### config.mk
export PLATFORM = sky130hd
export DESIGN_NAME = uart_autobaud
export DESIGN_NICKNAME = d
export VERILOG_FILES = /design/src/rtl/uart_autobaud.sv
export SDC_FILE = /design/constraint.sdc
export NUM_CORES = 1
export LEC_CHECK = 0
export ABC_AREA = 0
export CAP_MARGIN = 10
export CORE_UTILIZATION = 65
export CTS_CLUSTER_DIAMETER = 150
export DETAILED_ROUTE_END_ITERATION = 16
export MAX_ROUTING_LAYER = met4
export PLACE_DENSITY = 0.84
export SETUP_SLACK_MARGIN = 0.05
export SLEW_MARGIN = 20
export SYNTH_ARGS = -nofsm -noshare
export SYNTH_HDL_FRONTEND = slang
export SYNTH_SLANG_ARGS = --single-unit
### constraint.sdc
create_clock -name clk -period 5.5 [get_ports clk]
set_input_delay 0.55 -clock clk [delete_from_list [all_inputs] [get_ports clk]]
set_output_delay 0.55 -clock clk [all_outputs]
set_load 0.01 [all_outputs]
### src/rtl/uart_autobaud.sv
// uart_autobaud: measures a 0x55 sync character on the raw RX line and
// derives the oversampling factor for the variable-oversampling receiver.
// The line forwarded to the receiver is held idle until a factor is locked.
module uart_autobaud #(
  parameter int ow = 5
) (
  input  logic          clk,
  input  logic          rst_n,
  input  logic          in,
  input  logic          relock,
  output logic [ow-1:0] o,
  output logic          rx_in,
  output logic          locked,
  output logic          err
);

  localparam int cw = ow + 4;

  localparam logic [cw-1:0] C_ONE  = {{(cw-1){1'b0}}, 1'b1};
  localparam logic [cw-1:0] C_ZERO = {cw{1'b0}};
  localparam logic [cw:0]   C_RND  = (cw+1)'(32'd4);
  localparam logic [ow+1:0] Q_MIN  = (ow+2)'(32'd4);
  localparam logic [ow+1:0] Q_MAX  = (ow+2)'((32'd1 << ow) - 32'd1);
  localparam logic [ow-1:0] O_RST  = ow'(32'd4);

  typedef enum logic [2:0] {
    IDLE    = 3'd0,
    ARM     = 3'd1,
    MEASURE = 3'd2,
    CHECK   = 3'd3,
    LOCKED  = 3'd4
  } state_t;

  state_t        state_r;
  logic          s1_r;
  logic          s_r;
  logic          sp_r;
  logic [1:0]    fill_r;   // synchronizer holds real line samples once fill_r[1] is set
  logic [cw-1:0] n_r;
  logic [cw-1:0] run_r;
  logic [cw-1:0] r0_r;
  logic [cw-1:0] nlat_r;
  logic [2:0]    fe_r;
  logic          pass_r;   // line seen high after lock; the tail of the sync byte is hidden

  logic          fall_s;
  logic          edge_s;
  logic [cw:0]   r0_lo_s;
  logic [cw:0]   r0_hi_s;
  logic          run_bad_s;
  logic          sat_s;
  logic [cw:0]   sum_s;
  logic [ow+1:0] q_s;
  logic          q_ok_s;

  // Edge detection, run-length tolerance window and rounded factor.
  always_comb begin
    fall_s    = sp_r & ~s_r;
    edge_s    = sp_r ^ s_r;
    r0_lo_s   = {2'b00, r0_r[cw-1:1]};
    r0_hi_s   = {r0_r, 1'b0};
    run_bad_s = ({1'b0, run_r} < r0_lo_s) || ({1'b0, run_r} > r0_hi_s);
    sat_s     = (&n_r) | (&run_r);
    sum_s     = {1'b0, nlat_r} + C_RND;
    q_s       = sum_s[cw:3];
    q_ok_s    = (q_s >= Q_MIN) && (q_s <= Q_MAX);
  end

  // Synchronizer, measurement FSM and registered outputs.
  always_ff @(posedge clk) begin
    if (!rst_n) begin
      state_r <= IDLE;
      s1_r    <= 1'b1;
      s_r     <= 1'b1;
      sp_r    <= 1'b1;
      fill_r  <= 2'b00;
      n_r     <= C_ZERO;
      run_r   <= C_ZERO;
      r0_r    <= C_ZERO;
      nlat_r  <= C_ZERO;
      fe_r    <= 3'd0;
      pass_r  <= 1'b0;
      o       <= O_RST;
      rx_in   <= 1'b1;
      locked  <= 1'b0;
      err     <= 1'b0;
    end else begin
      s1_r   <= in;
      s_r    <= s1_r;
      sp_r   <= s_r;
      fill_r <= {fill_r[0], 1'b1};
      err    <= 1'b0;
      if (relock) begin
        state_r <= IDLE;
        locked  <= 1'b0;
        rx_in   <= 1'b1;
        pass_r  <= 1'b0;
      end else begin
        case (state_r)
          IDLE: begin
            // The reset value of the synchronizer is not a line sample.
            if (fill_r[1] && s_r) begin
              state_r <= ARM;
            end
          end
          ARM: begin
            if (fall_s) begin
              n_r     <= C_ONE;
              run_r   <= C_ONE;
              fe_r    <= 3'd1;
              r0_r    <= C_ZERO;
              state_r <= MEASURE;
            end
          end
          MEASURE: begin
            n_r   <= n_r + C_ONE;
            run_r <= run_r + C_ONE;
            if (sat_s) begin
              err     <= 1'b1;
              state_r <= IDLE;
            end else if (edge_s) begin
              run_r <= C_ONE;
              if (r0_r == C_ZERO) begin
                r0_r <= run_r;
              end else if (run_bad_s) begin
                err     <= 1'b1;
                state_r <= IDLE;
              end else if (fall_s) begin
                fe_r <= fe_r + 3'd1;
                if (fe_r == 3'd4) begin
                  nlat_r  <= n_r;
                  state_r <= CHECK;
                end
              end
            end
          end
          CHECK: begin
            if (q_ok_s) begin
              o       <= q_s[ow-1:0];
              locked  <= 1'b1;
              pass_r  <= 1'b0;
              state_r <= LOCKED;
            end else begin
              err     <= 1'b1;
              state_r <= IDLE;
            end
          end
          LOCKED: begin
            rx_in  <= s_r | ~pass_r;
            pass_r <= pass_r | s_r;
          end
          default: begin
            state_r <= IDLE;
          end
        endcase
      end
    end
  end

endmodule
==> metrics, run 1 <==
status=finished, final reports clean; number of synthesis warnings=0; TritonCTS Buffers=5; die extent in x=69.0 um; Worst Setup Slack, final=between 2 and 3 ns; layout cells sized above 1=about 5.2%; synth unique cells=between 50 and 60; number of global-route vias before repair=roughly 2300; Synth Flop Type=dfxtp_1; Worst IR Drop VDD=approximately 0.00019 V; Area Growth Syn to Fin=7.28%; # diodes=0; largest area contributor in the netlist=dfxtp_1; synth cell count leaders=dfxtp_1 (54), nand2_1 (36), nor2_1 (34); GRT Total Usage=26.4%; startpoint types=primary input; CP Class=primary input to register; #FFs+latches synth=between 50 and 60; CP max stage cell=clkdlybuf4s50_1; Die ar.=approximately 4800 um2; post-CTS sizing=0; WL met3=between 300 and 400 um; combinational power share=approximately 3.2%; Initial Util=67.6%; vias per inst=6.11; unrepaired setup endpoints after global routing=false; multi-input combinational cell area=between 1500 and 2000 um2; max cap viols=0; Slew headroom=around 34%; min cycle time layout=slightly below 3 ns; hold slack=0.411 ns; pre-CTS WS=around 2.3 ns; met2 WL post-DR=between 2 and 3 mm; port bufs=11; Post-Synthesis Cells=340; PwrDens=200 nW/um2; Critical Path End Type=register; skew final=~0.0047 ns; WL/cell=approximately 15 um; most instantiated library cell after synthesis=dfxtp_1; Hold Startpoint=s1_r; die height=around 69 um; WP data arrival=about 3.2 ns; Post-Syn Area per Cell=8.59 um2; clock sinks=54; Slew @ Worst Pin=0.994 ns; sequential share of power=between 60 and 70%; initial antenna violation count=0; top cells by area, synth=dfxtp_1 (37%), ha_1 (10%), nand2_1 (4.6%); max incr delay on CP=1.12 ns; clock latency on the worst-skew pair=around 0.3 ns; router iterations before antenna repair=4; setup TNS=0 ns; total grt overflow=0; final setup vio count=0; clock-pin slew on the worst setup and hold paths=0.09 ns; Yosys top cell area share=around 37%; syn nets=around 370; CTS H-tree lvls=2; fill count=between 300 and 400; DR DRC count=0; highest metal used=met4; DPL Wire Length=approximately 4.3 mm; CTS root buffer=clkbuf_8; M1 WL=~2.7 mm; Sw Pwr=0.132 mW; Post-Syn Area=approximately 3000 um2; cell total after placement=slightly below 400; RR Startpoint=run_r[3]; f_max=between 300 and 400 MHz; Int Power=approximately 0.50 mW; fin nets=between 300 and 400; Fin. Hold Viols=0; switch share=a little over a fifth; Req. time, crit path=5.74 ns; Setup Buffers After CTS=0; DRT antenna net count=0; GPL Wtd Cong=approximately 0.85; CTS Hold Bufs=0; CTS tree=built; CP Cell Sequence=clkdlybuf4s50_1 -> inv_1 -> nor2_1 -> nand3_1 -> o32a_1 -> o21ai_1; critical path fanouts, max=31; FFs w/ async S/R, synth=0%; Crit. Startpoint=rst_n; fin. max-slew vios=0; # IOs=12; final wirelength=roughly 5.9 mm; Post-synth EDFFs=0; Leak=1.13 nW; core area=between 4000 and 5000 um2; FF+latch area=1080 um2; # rows=24; clock network fraction of design power=between 30 and 40%; first-iteration detailed-routing DRC count=135; vias=around 2400; Seq/Total Area, Yosys=roughly 37%; largest net degree at the start of global routing=32; Finished Layout Cells=~400; Tcrit/Tclk final=between 50% and 60%; clock buffer depth=2; hold crit path type=register to register; global-route wire length before repair=10.1 mm
==> state kept, by name (all words and copies together), names as in the netlist, 2 cells and up <==
register,count
o,5
fe_r,3
state_r,3
run_r,9
r0_r,9
nlat_r,7
n_r,9
fill_r,2
==> layout by cell type, fill, tap and decap left out, types with 2 or more instances in the layout <==
cell type	instances
and3_1	5
a31oi_1	3
o21ai_1	7
nand2_1	36
ha_1	24
xor2_1	9
or3_1	2
a21oi_1	18
a211oi_1	4
nand4_1	9
o32a_1	2
o21ai_0	4
nand2b_1	15
clkbuf_8	6
clkdlybuf4s50_1	11
mux2i_1	9
dfxtp_1	54
o2bb2ai_2	2
and2_1	2
a21o_1	3
nor2b_1	2
a311oi_1	2
a22oi_1	5
o21a_1	4
nor3_1	7
nand3_1	24
inv_1	14
nor2_1	34
xnor2_1	6
inv_2	2
==> cell families (layout without fill, tap and decap cells) <==
group | after synthesis | in the layout | synth area share [%]
buffers and inverters | 27 | 34 | 3.85
adder cells (fa/ha/maj) | 24 | 24 | 10.3
XOR/XNOR | 15 | 15 | 4.50
flip-flops | 54 | 54 | 37.0
AND/OR/NAND/NOR | 147 | 147 | 26.0
AO/OA/AOI/OAI | 64 | 64 | 15.3
multiplexers | 9 | 9 | 3.08
==> through the flow <==
step,util (%),cell area [um2],total power [mW]
finish,72.5,3130,0.628
detailed placement,70.6,3050,0.423
global placement,70.6,3050,0.423
floorplan,-,2920,0.417
CTS,72.5,3130,0.635
global route,72.5,3130,0.650
==> power by group through the flow <==
stage | Combinational [mW] | Sequential [mW] | Clock, mW
2_1_floorplan | 0.0142 | 0.402 | 0
4_1_cts | 0.0197 | 0.394 | 0.221
5_1_grt | 0.0216 | 0.395 | 0.233
3_3_place_gp | 0.0192 | 0.403 | 0
6_report | 0.0198 | 0.394 | 0.214
3_5_place_dp | 0.0195 | 0.404 | 0
==> path summary, 6_finish.rpt <==
check | endpoint | slack [ns] | depth (start not counted)
worst max register to register | r0_r[5] | 2.83 | 10
worst min-delay path | s_r | 0.41 | 1
worst min register to register | s_r | 0.41 | 1
worst max-delay path | state_r[1] | 2.58 | 6
==> layout make-up <==
cell class                      instances  area share [%]
Timing Repair Buffer                   12            3.75
Inverter                               16            1.92
Tap cell                               52            2.08
Clock buffer                            6            2.63
Sequential cell                        54            34.5
Multi-Input combinational cell        259            55.1
==> metal layers <==
| layer | global-route usage, % | up-vias |
|---|---|---|
| met5 | - | - |
| met4 | 10.9 | 0 |
| met3 | 5.26 | 8 |
| met2 | 41.4 | 62 |
| met1 | 33.4 | 1141 |
| li1 | - | 1226 |
==> critical path, delay by kind of cell <==
kind,cells,cell delay (ns)
compound gates,2,0.36
simple gates,2,0.49
buf+inv,2,1.75
(Power assumes the default switching activity.)
==> run 2: changes to the inputs <==
CORE_UTILIZATION = 60   (was 65)
PLACE_DENSITY = 0.79   (was 0.84)
clock period = 2.8 ns   (was 5.5 ns; I/O delays follow)
==> metrics, run 2 (synthesis results as in run 1) <==
commonest non-fill, non-tap cell in the layout=dfxtp_1; hold path endpoint=fill_r[1]; core area=around 4700 um2; Critical Path End Type=register; startpoint types=register; skew final=around 0.0054 ns; hold path depth=1; max cap viols=0; fin nets=approximately 380; port bufs=11; WL/cell=roughly 15 um; fin. max-slew vios=0; CTS H-tree lvls=2; # diodes=0; first-iteration detailed-routing DRC count=between 150 and 200; critical path fanouts, max=18; Leak=1.16 nW; DR DRC count=0; layout cells sized above 1=under 10%; router iterations before antenna repair=4; f_max=roughly 400 MHz; Area Growth Syn to Fin=9.08%; r2r setup slk=between 0.2 and 0.3 ns; Fin. Hold Viols=0; post-CTS sizing=0; Initial Util=between 60% and 70%; WP data arrival=around 2.8 ns; FF-to-FF End=r0_r[8]; status=finished, final reports clean; hold crit path type=register to register; path depth of the worst reg2reg path=10; Tcrit/Tclk final=89.4%; global-route wire length before repair=10.5 mm; Slew headroom=between 50% and 60%; TritonCTS Buffers=5; clock-pin slew on the worst setup and hold paths=0.10 ns; DPL Wire Length=around 4.6 mm; Worst IR Drop VDD=about 0.00033 V; initial antenna violation count=0; clock buffer depth=2; DRT antenna net count=0; RR Startpoint=run_r[3]; Finished Layout Cells=approximately 400; Die ar.=5150 um2; fill count=about 400; setup TNS=0 ns; final core utilization=about 68%; GPL Wtd Cong=between 0.8 and 0.9; die height=71.8 um; Slew @ Worst Pin=roughly 0.60 ns; # rows=25; number of global-route vias before repair=between 2000 and 2500; DP Area=between 3000 and 4000 um2; total grt overflow=0; # IOs=12; CTS tree=built; clock latency on the worst-skew pair=around 0.31 ns; PwrDens=around 400 nW/um2; unrepaired setup endpoints after global routing=false; die extent in x=71.8 um; clock sinks=54; cell total after placement=400; Req. time, crit path=slightly above 3 ns; largest net degree at the start of global routing=24; CTS Hold Bufs=0; commonest cells after routing, fill and taps aside=dfxtp_1 (54), nand2_1 (36), nor2_1 (34), nand3_1 (24), ha_1 (24); final setup vio count=0; Setup Buffers After CTS=0; final instance area=around 3200 um2; min cycle time layout=between 2 and 3 ns; GRT Total Usage=a little over a quarter; vias=between 2000 and 2500; final wirelength=6.23 mm; vias per inst=about 6; CP Class=register to register; CTS root buffer=clkbuf_8; Hold Startpoint=fill_r[0]; biggest regs=n_r: 9 flops, r0_r: 9 flops, run_r: 9 flops
## run 2: metal layers
metal	routed length, um	up-vias	global-route usage (%)
li1	-	1241	-
met1	3060	1129	35.8
met2	2810	50	41.7
met3	278	9	5.06
met4	90	0	8.71
met5	0	-	-
## run 2: per-stage QoR
stage	setup slack, ns	power (mW)	hold slack (ns)
detailed placement	0.354	0.834	0.419
CTS	0.330	1.29	0.442
floorplan	0.651	0.819	0.308
global route	0.0521	1.32	0.457
global placement	0.402	0.833	0.390
finish	0.298	1.28	0.442
## run 2: worst max-delay path by stage
stage              from  endpoint  slack (ns)  cells past startpoint
5_1_grt        run_r[3]   r0_r[8]        0.05                     10
3_3_place_gp   run_r[3]   r0_r[0]        0.40                     10
4_1_cts        run_r[3]   r0_r[4]        0.33                     10
2_1_floorplan  run_r[0]   r0_r[7]        0.65                     11
6_report       run_r[3]   r0_r[8]        0.30                     10
3_5_place_dp   run_r[3]   r0_r[4]        0.35                     10
## run 2: final cells by class
type                    count  area, um2  area share [%]
well taps                  54       67.6            2.12
multi-input cells         259       1730            54.2
repair buffers             17        155            4.87
flip-flops and latches     54       1080            33.9
inverters                  16       60.1            1.88
clock buffers               7       86.3            2.71
clock inverters             1       8.76           0.275
## run 2: worst max-delay path, cell delays in order, from the launching register on
cell,delay [ns]
dfxtp_1,0.41
and3_1,0.25
nand2_1,0.11
nor2_1,0.06
ha_1,0.20
or3_1,0.44
nand2_1,0.09
nand2_1,0.09
a21oi_2,0.47
nand3_1,0.15
a21oi_1,0.16
## run 2: report_power, final
group          leakage, nW  switching [mW]  internal, mW
Clock               0.0489           0.255         0.205
Combinational        0.674          0.0283        0.0138
Sequential           0.436         0.00325         0.771
Total                 1.16           0.287         0.990
